[src/rtl/shift_add_mult_ctrl.sv]
// shift_add_mult_ctrl: sequential unsigned WIDTH x WIDTH shift-and-add multiplier with start/ready/done handshake
module shift_add_mult_ctrl #(
  parameter int WIDTH = 32,
  parameter int CNT_W = 6
) (
  input  logic               clk,
  input  logic               rst,
  input  logic               start,
  input  logic [WIDTH-1:0]   a,
  input  logic [WIDTH-1:0]   b,
  output logic               ready,
  output logic               busy,
  output logic               done,
  output logic [2*WIDTH-1:0] product
);
  localparam logic [1:0] IDLE = 2'd0;
  localparam logic [1:0] RUN  = 2'd1;
  localparam logic [1:0] DONE = 2'd2;
  logic [1:0]         state;
  logic [2*WIDTH-1:0] mcand;
  logic [2*WIDTH-1:0] acc;
  logic [2*WIDTH-1:0] acc_nxt;
  logic [WIDTH-1:0]   mplier;
  logic [CNT_W-1:0]   cnt;
  always_comb acc_nxt = mplier[0] ? acc + mcand : acc;
  assign ready = state == IDLE;
  assign busy  = state == RUN || state == DONE;
  assign done  = state == DONE;
  always_ff @(posedge clk) begin
    if (rst) begin
      state   <= IDLE;
      mcand   <= '0;
      mplier  <= '0;
      acc     <= '0;
      cnt     <= '0;
      product <= '0;
    end else if (state == IDLE) begin
      if (start) begin
        mcand  <= {{WIDTH{1'b0}}, a};
        mplier <= b;
        acc    <= '0;
        cnt    <= '0;
        state  <= RUN;
      end
    end else if (state == RUN) begin
      acc    <= acc_nxt;
      mcand  <= mcand << 1;
      mplier <= mplier >> 1;
      cnt    <= cnt + 1'b1;
      if (cnt == CNT_W'(WIDTH - 1)) begin
        product <= acc_nxt;
        state   <= DONE;
      end
    end else begin
      state <= IDLE;
    end
  end
endmodule

[config.mk]
export PLATFORM = sky130hd
export DESIGN_NAME = shift_add_mult_ctrl
export DESIGN_NICKNAME = d
export VERILOG_FILES = /design/src/rtl/shift_add_mult_ctrl.sv
export SDC_FILE = /design/constraint.sdc
export NUM_CORES = 1
export LEC_CHECK = 0
export BUFFER_PORTS_ARGS = -buffer_cell sky130_fd_sc_hd__buf_2
export CAP_MARGIN = 10
export CORE_ASPECT_RATIO = 1.1
export CORE_UTILIZATION = 50
export DETAILED_ROUTE_END_ITERATION = 7
export GPL_ROUTABILITY_DRIVEN = 1
export PLACE_DENSITY = 0.69
export SLEW_MARGIN = 30
export SYNTH_ARGS = -nofsm -noshare
export SYNTH_HDL_FRONTEND = slang
export SYNTH_SLANG_ARGS = --single-unit
[constraint.sdc]
create_clock -name clk -period 4.04 [get_ports clk]
set_clock_uncertainty 0.15 [all_clocks]
set_input_delay 0.202 -clock clk [delete_from_list [all_inputs] [get_ports clk]]
set_output_delay 0.202 -clock clk [all_outputs]
set_load 0.02 [all_outputs]
Word level (Yosys, flattened, before mapping)
Index checks and enable logic that the tools add are counted.
{"block": "word_totals", "romBits": 0, "output_inout_bits": 67, "latchBits": 0, "reg_bits": 232, "word_cells": 37, "input_bits": 67, "memories": 0, "ramBits": 0}
{"block": "classes", "n_mux": 17, "eq_ne": 5, "n_div": 0, "n_mul": 0, "bitwise_logic": 1, "addsub": 2, "n_reduce_logical": 6, "magnitude_cmp": 0, "n_shift": 0}
{"op": "64-bit two-way mux", "n": 7}
{"op": "32-bit two-way mux", "n": 3}
{"op": "64-bit adder", "n": 1}
{"op": "6-bit two-way mux", "n": 3}
{"op": "2-bit two-way mux", "n": 4}
{"op": "6-bit by 1-bit adder with 6-bit output, second input constant", "n": 1}
{"op": "6-bit by 5-bit equality test with 1-bit output, second input constant", "n": 1}
{"op": "2-bit AND reduction", "n": 2}
{"op": "3-bit by 2-bit != test with 1-bit output, second input constant", "n": 1}
{"op": "3-bit AND reduction", "n": 1}
{"op": "2-bit by 1-bit equality test with 1-bit output, second input constant", "n": 1}
{"op": "2-bit equality test, second input constant", "n": 1}
{"op": "2-bit logical NOT", "n": 1}
{"op": "2-bit != test, second input constant", "n": 1}
{"op": "2-bit nonzero test", "n": 1}
{"op": "1-bit logical OR", "n": 1}
{"op": "1-bit NOT", "n": 1}

Logic depth before layout (Yosys ltp)
Gate-level depths: netlist (run 1).
{"block": "logic_depth", "word_depth": 4, "ltp_mapped": 13, "mapped_depth_nobuf": 13}

Worst setup path after synthesis (run 1)
Ideal clock, no wire load.
{"block": "synth_timing", "path_type": "register to register", "start": "reg mcand[0]", "end": "reg product[60]", "setup_ns": 0.070, "setup_slack_ns": 0.990, "synth_period_minus_slack_ns": 3.050, "arrival_time_ns": 2.830, "n_path_buf": 0, "required_ns": 3.820, "path_stages_with_launch": 14, "path_cell_list": "dfxtp_1 ha_1 inv_1 fa_1 nand2b_1 a21oi_1 a21oi_1 o311ai_2 a31oi_1 o21ai_2 a21oi_2 o21ai_1 mux2_2 a21oi_1"}
{"block": "synth_via", "elab_chain_len": 2}
{"item": "start: declaration", "line_no": "20", "text": "logic [2*WIDTH-1:0] mcand;"}
{"item": "start signal: assignment", "line_no": "39", "text": "mcand <= {{WIDTH{1'b0}}, a};"}
{"item": "start signal: assignment", "line_no": "47", "text": "mcand <= mcand << 1;"}
{"item": "64-bit adder", "line_no": "25", "text": "always_comb acc_nxt = mplier[0] ? acc + mcand : acc;"}
{"item": "64-bit two-way mux", "line_no": "25"}
{"item": "end signal: assignment", "line_no": "51", "text": "product <= acc_nxt;"}
{"item": "end: declaration", "line_no": "14", "text": "output logic [2*WIDTH-1:0] product"}
Every way passes these cells.
A chain may end at the register's enable or synchronous reset.

Worst setup path after layout (run 1)
{"block": "layout_timing", "start": "reg mcand[0]", "end": "reg product[52]"}
Same word-level chain as after synthesis.

==> flow_metrics.tcl, run 1 <==
set metrics [dict create \
    die_y_um 170 \
    htreeDepth 1 \
    synth_top_family_by_area "compound AO/OA/AOI/OAI gates" \
    seq_power_share 0.458 \
    netlist_area_um2 12800 \
    peakVddDrop_mv 0.283 \
    synth_xor_area_frac 0.0432 \
    reg2reg_depth 13 \
    synth-edff-count 0 \
    path_common_cell "a21oi_1" \
    worstPathCellList "ha_1, inv_1, fa_1, nand2b_1, a21oi_1, a21oi_1, o311ai_2, a31oi_1, o21ai_2, a21oi_2, o21ai_1, mux2_1, a21oi_1" \
    worst_hold_path.endpoint "mplier[31]$_SDFFE_PP0P_" \
    cts_made_buffers 25 \
    synth_compound_area_frac 0.262 \
    first_iter_violations 762 \
    slew_headroom 0.394 \
    wirelength_um 37200 \
    gp_congestion 0.949 \
    fin_tns_setup_ps 0 \
    yosysSeqAreaShare 0.363 \
    die_w_um 154 \
    wl_met3_um 1870 \
    cp.arrival_ps 3900 \
    detail-route-antenna-nets 0 \
    top_layer "met4" \
    finalCriticalPeriod_ps 3570 \
    finish.net_count 1882 \
    period_share 0.884 \
    clock_sinks 232 \
    dp_hpwl_um 25200 \
    synth-seq-cells 232 \
    reg2reg_to "product[52]$_SDFFE_PP0P_" \
    rsz0062_at_grt "no" \
    switchingPower_mw 1.41 \
    whs_path_depth 2 \
    drt-met1-wl_um 16100 \
    hp-start "rst" \
    clkPwrFrac 0.422 \
    first_global_vias 11900 \
    synth_cells 1625 \
    timing.final.hold_violations 0 \
    maxCapViolations 0 \
    drc 0 \
    final_core_utilization 0.597 \
    synthMuxAreaShare 0.0246 \
    synth-warning-count 0 \
    end_kind "flop" \
    cts.clk_slew.worst_paths_ps 70 \
    post_cts_resized 0 \
    num_rows 61 \
    avgViaCountPerCell 5.98 \
    cp-start-kind "flop" \
    critPathKind "flop to flop" \
    p_int_mw 3.90 \
    area_growth_pct 17.6 \
    synth.avg_cell_area_um2 7.86 \
    synth_ff_type "dfxtp_1" \
    clk_latency_ps 550 \
    drive_above_1_share 0.127 \
    setup_viol 0 \
    hp-class "input port to flop" \
    dr.pass1.iters 5 \
    portBuffers 133 \
    cts_root_buffer "clkbuf_16" \
    rrSetupSlack_ps 470 \
    clockBufferDepth 3 \
    start_util 0.507 \
    p_leak_nw 6.16 \
    synthArstFlopShare 0 \
    wl_per_cell_um 17.9 \
    fmax_ghz 0.280 \
    synthSimpleGateAreaFrac 0.196 \
    pin_count 134 \
    status "completed" \
    worst_slew_pin_slew_ps 906 \
    synth_cell_types 68 \
    cp_slowest_stage_delay_ps 380 \
    syn-num-nets 1760 \
    grtUsageTotal 0.283 \
    num_vias 12400 \
    tritoncts "yes" \
    swShare 0.266 \
    wl_met2_um 18300 \
    p_per_area_nw_per_um2 353 \
    required_ps 4370 \
    grt_overflow_total 0 \
    num_antenna_cells 0 \
    synthAdderAreaFrac 0.0672 \
    reg2reg_from "mcand[0]$_SDFFE_PP0P_" \
    crit_start "mcand[0]$_SDFFE_PP0P_" \
    p_comb_frac 0.120 \
    slowest_stage "fa_1" \
    dieArea_um2 26200 \
    critical_path.max_fanout 4 \
    grt_first_pass_wirelength_um 60700 \
    antenna_found_initial 0 \
    final_max_slew_viol_count 0 \
    core_area_um2 25200 \
    grt_max_degree 110 \
]
## how the worst max path moves through the flow
stage / slack [ps] / endpoint
after floorplan: 990 / product[60]$_SDFFE_PP0P_
after global placement: 650 / product[60]$_SDFFE_PP0P_
after detailed placement: 540 / product[52]$_SDFFE_PP0P_
after CTS: 530 / product[52]$_SDFFE_PP0P_
after global routing: 230 / acc[56]$_SDFFE_PP0P_
final: 470 / product[52]$_SDFFE_PP0P_
## power by group through the flow
stage	Clock (mW)	Combinational, mW	Sequential [mW]
final	2.24	0.635	2.43
after global routing	2.38	0.691	2.44
after CTS	2.28	0.628	2.43
after detailed placement	0	0.578	2.48
after global placement	0	0.570	2.48
after floorplan	0	0.425	2.45
## Yosys cell counts, drive strengths merged, types with 5 or more instances
| cell type | count | share of area |
|---|---|---|
| nand3b | 34 | 0.020 |
| a31oi | 20 | 0.010 |
| and2 | 5 | 0.0024 |
| xnor2 | 36 | 0.025 |
| inv | 21 | 0.0062 |
| o21ai | 75 | 0.030 |
| o211ai | 9 | 0.0057 |
| o22ai | 60 | 0.029 |
| nand2 | 154 | 0.045 |
| ha | 67 | 0.066 |
| a22o | 26 | 0.018 |
| a21o | 36 | 0.021 |
| nor3 | 78 | 0.031 |
| a21oi | 193 | 0.076 |
| o21a | 8 | 0.0047 |
| nor2 | 212 | 0.062 |
| o31ai | 8 | 0.0051 |
| nand3 | 19 | 0.0074 |
| a22oi | 9 | 0.0053 |
| mux2i | 28 | 0.022 |
| clkbuf | 105 | 0.031 |
| nand2b | 7 | 0.0034 |
| o21bai | 12 | 0.0071 |
| nand4 | 26 | 0.013 |
| xor2 | 27 | 0.019 |
| a211oi | 40 | 0.024 |
| buf | 20 | 0.0071 |
| dfxtp | 232 | 0.36 |
## per-layer routing
layer,track usage,up-vias
met4,0.0904,0
met1,0.355,5887
met5,0,-
met3,0.0309,62
li1,-,6124
met2,0.507,344
## through the flow
step / instance area, µm² / instances / power [mW] / setup WS (ps) / hold slack, ps
detailed placement: 13600 / 1970 / 3.06 / 544 / 307
global route: 15000 / 2078 / 5.51 / 228 / 94.5
floorplan: 12800 / 1625 / 2.87 / 990 / 213
CTS: 15000 / 2078 / 5.34 / 527 / 47.9
global placement: 13600 / 1970 / 3.05 / 647 / 304
finish: 15000 / 2078 / 5.31 / 467 / 46.3
## repair_timing
| action | 4_1_cts | 5_1_grt |
|---|---|---|
| hold endpoints to repair | 66 | 0 |
| buffers inserted | 0 | 0 |
| hold buffers | 65 | 0 |
## flip-flops by register name, summed over array words and instances, names as in the netlist
signal,flops
acc,64
mcand,64
product,64
mplier,32
cnt,6
state,2
## cells by family (layout without fill, tap and decap cells)
logic type,after synthesis,after routing
and+or+nand+nor,556,556
DFF,232,232
adders and majority gates,68,68
buffers and inverters,146,284
AOI/OAI and AO/OA,529,529
muxes,31,31
xor gates and xnor gates,63,63
## critical path, delay by kind of cell (launching register included)
family | cells | cell delay [ps]
flip-flops | 1 | 350
multiplexers | 1 | 350
AO/OA/AOI/OAI | 8 | 1820
AND/OR/NAND/NOR | 1 | 180
adder cells (fa/ha/maj) | 2 | 590
buffers and inverters | 1 | 70
## cell type report
type / instances / area [µm²]
fill: 2314 / 10200
multi-input combinational: 1247 / 7610
sequential: 232 / 4650
timing repair buffer: 220 / 1510
clock buffer: 34 / 709
tap: 315 / 394
clock inverter: 9 / 80.1
inverter: 21 / 78.8
## cells in the final DEF, fill, tap and decap left out, types with 39 or more instances in the layout
cell type,instances
o21ai_0,65
nand2_1,152
buf_2,132
ha_1,67
a21oi_1,190
dfxtp_1,231
dlygate4sd3_1,65
nor3_1,77
a211oi_1,39
o22ai_1,60
nor2_1,207
(Power assumes the default switching activity.)
==> run 2: changes to the inputs <==
Clock period 4.04 ns to 4.28 ns, I/O delays scaled along.
==> run 2 against run 1 <==
Compared with the run above: cell count is 0.14% higher; total power decreased by 2.3%; flip-flop and latch count did not move; sequential power fell by 6%; wire length shrank 0.37%; critical endpoint is now product[60]$_SDFFE_PP0P_.
==> flow_metrics.tcl, run 2 (same netlist as run 1, synthesis figures left out) <==
set metrics [dict create \
    status "completed" \
    cts.clk_slew.worst_paths_ps 60 \
    pin_count 134 \
    rsz0062_at_grt "no" \
    dieArea_um2 26200 \
    wl_per_cell_um 17.8 \
    slowest_stage "fa_1" \
    required_ps 4600 \
    peakVddDrop_mv 0.319 \
    seq_area_um2 4650 \
    finish.net_count 1882 \
    cp.arrival_ps 3950 \
    drive_above_1_share 0.128 \
    cts_setup_buffers 0 \
    final_cell_count_no_fill 2081 \
    critical_path.max_fanout 4 \
    holdWs_ps 27.5 \
    maxCapViolations 0 \
    clock_sinks 232 \
    area_growth_pct 18.1 \
    worst_slew_pin_slew_ps 876 \
    p_per_area_nw_per_um2 343 \
    cp_slowest_stage_delay_ps 380 \
    critPathKind "flop to flop" \
    cp-start-kind "flop" \
    dr.pass1.iters 7 \
    clk_latency_ps 540 \
    antenna_found_initial 0 \
    num_rows 61 \
    grt_first_pass_wirelength_um 60800 \
    avgViaCountPerCell 5.95 \
    period_share 0.848 \
    fillerInstances 2332 \
    fin_tns_setup_ps 0 \
    cts_hold_buf 65 \
    critical_path.top_delay_family "compound AO/OA/AOI/OAI gates" \
    detail-route-antenna-nets 0 \
    worstPathCellList "ha_1, inv_1, fa_1, nand2b_1, a21oi_1, a21oi_1, o311ai_2, a31oi_1, o21ai_2, a21oi_2, o21ai_1, mux2_2, a21oi_1" \
    start_util 0.507 \
    first_iter_violations 736 \
    num_antenna_cells 0 \
    grt_max_degree 97 \
    end_kind "flop" \
    gp_congestion 0.934 \
    p_leak_nw 6.19 \
    drc 0 \
    final_common_cell "dfxtp_1" \
    num_vias 12400 \
    dp_hpwl_um 25200 \
    finalCriticalPeriod_ps 3630 \
    clockBufferDepth 3 \
    cts_root_buffer "clkbuf_16" \
    final_cell_mix "231 x dfxtp_1, 208 x nor2_1, 190 x a21oi_1" \
    first_global_vias 12000 \
    path_common_cell "a21oi_1" \
    reg_top3 "acc: 64 flops, mcand: 64 flops, product: 64 flops" \
    timing.final.hold_violations 0 \
    tritoncts "yes" \
    hp-class "input port to flop" \
    core_area_um2 25200 \
    cts_made_buffers 26 \
    dp_cells 1969 \
    die_w_um 154 \
    final_max_slew_viol_count 0 \
    die_y_um 170 \
    slew_headroom 0.414 \
    wirelength_um 37100 \
    setup_viol 0 \
    portBuffers 133 \
    grtUsageTotal 0.283 \
    cp.buffers_inverters 1 \
    fmax_ghz 0.275 \
    post_cts_resized 0 \
    grt_overflow_total 0 \
    htreeDepth 1 \
    multi_input_area_um2 7600 \
]
[run 2: power by group]
| group | total [mW] | internal [mW] | leakage [nW] | switching (mW) |
|---|---|---|---|---|
| combinational | 0.594 | 0.228 | 3.87 | 0.366 |
| clock | 2.30 | 1.36 | 0.431 | 0.936 |
| sequential | 2.29 | 2.23 | 1.88 | 0.0634 |
[run 2: area by class of cell]
class / count / share of cell area
clock buffers: 37 / 0.0505
clock inverters: 10 / 0.00821
inverters: 21 / 0.00522
multi-input cells: 1247 / 0.504
flip-flops and latches: 232 / 0.308
well taps: 315 / 0.0261
repair buffers: 219 / 0.0983
[run 2: path summary, 6_finish.rpt]
check	startpoint	end	slack [ps]	cells after the start
max	mcand[0]$_SDFFE_PP0P_	product[60]$_SDFFE_PP0P_	650	13
min	rst	mcand[54]$_SDFFE_PP0P_	30	2
max reg2reg	mcand[0]$_SDFFE_PP0P_	product[60]$_SDFFE_PP0P_	650	13
min reg2reg	acc[59]$_SDFFE_PP0P_	acc[59]$_SDFFE_PP0P_	330	2
[run 2: per-stage QoR]
stage | util | total power [mW] | setup WS, ps | instance area, µm²
final | 0.599 | 5.19 | 650 | 15100
after floorplan | - | 2.71 | 1230 | 12800
after global routing | 0.599 | 5.37 | 387 | 15100
after detailed placement | 0.538 | 2.88 | 717 | 13600
after CTS | 0.599 | 5.22 | 684 | 15100
after global placement | 0.538 | 2.87 | 786 | 13600
[run 2: layer usage]
layer | vias to the layer above | share of wire | GRT usage
li1 | 6118 | - | -
met1 | 5884 | 0.43 | 0.351
met2 | 311 | 0.49 | 0.505
met3 | 70 | 0.049 | 0.0327
met4 | 0 | 0.029 | 0.101
met5 | - | 0 | 0
[run 2: worst reg2reg max path, cell delays in order, from the launching register on]
cell and delay, ps:
dfxtp_1 360, ha_1 210, inv_1 60, fa_1 380
nand2b_1 180, a21oi_1 210, a21oi_1 150, o311ai_2 380
a31oi_1 260, o21ai_2 330, a21oi_2 150, o21ai_1 240
mux2_2 360, a21oi_1 120
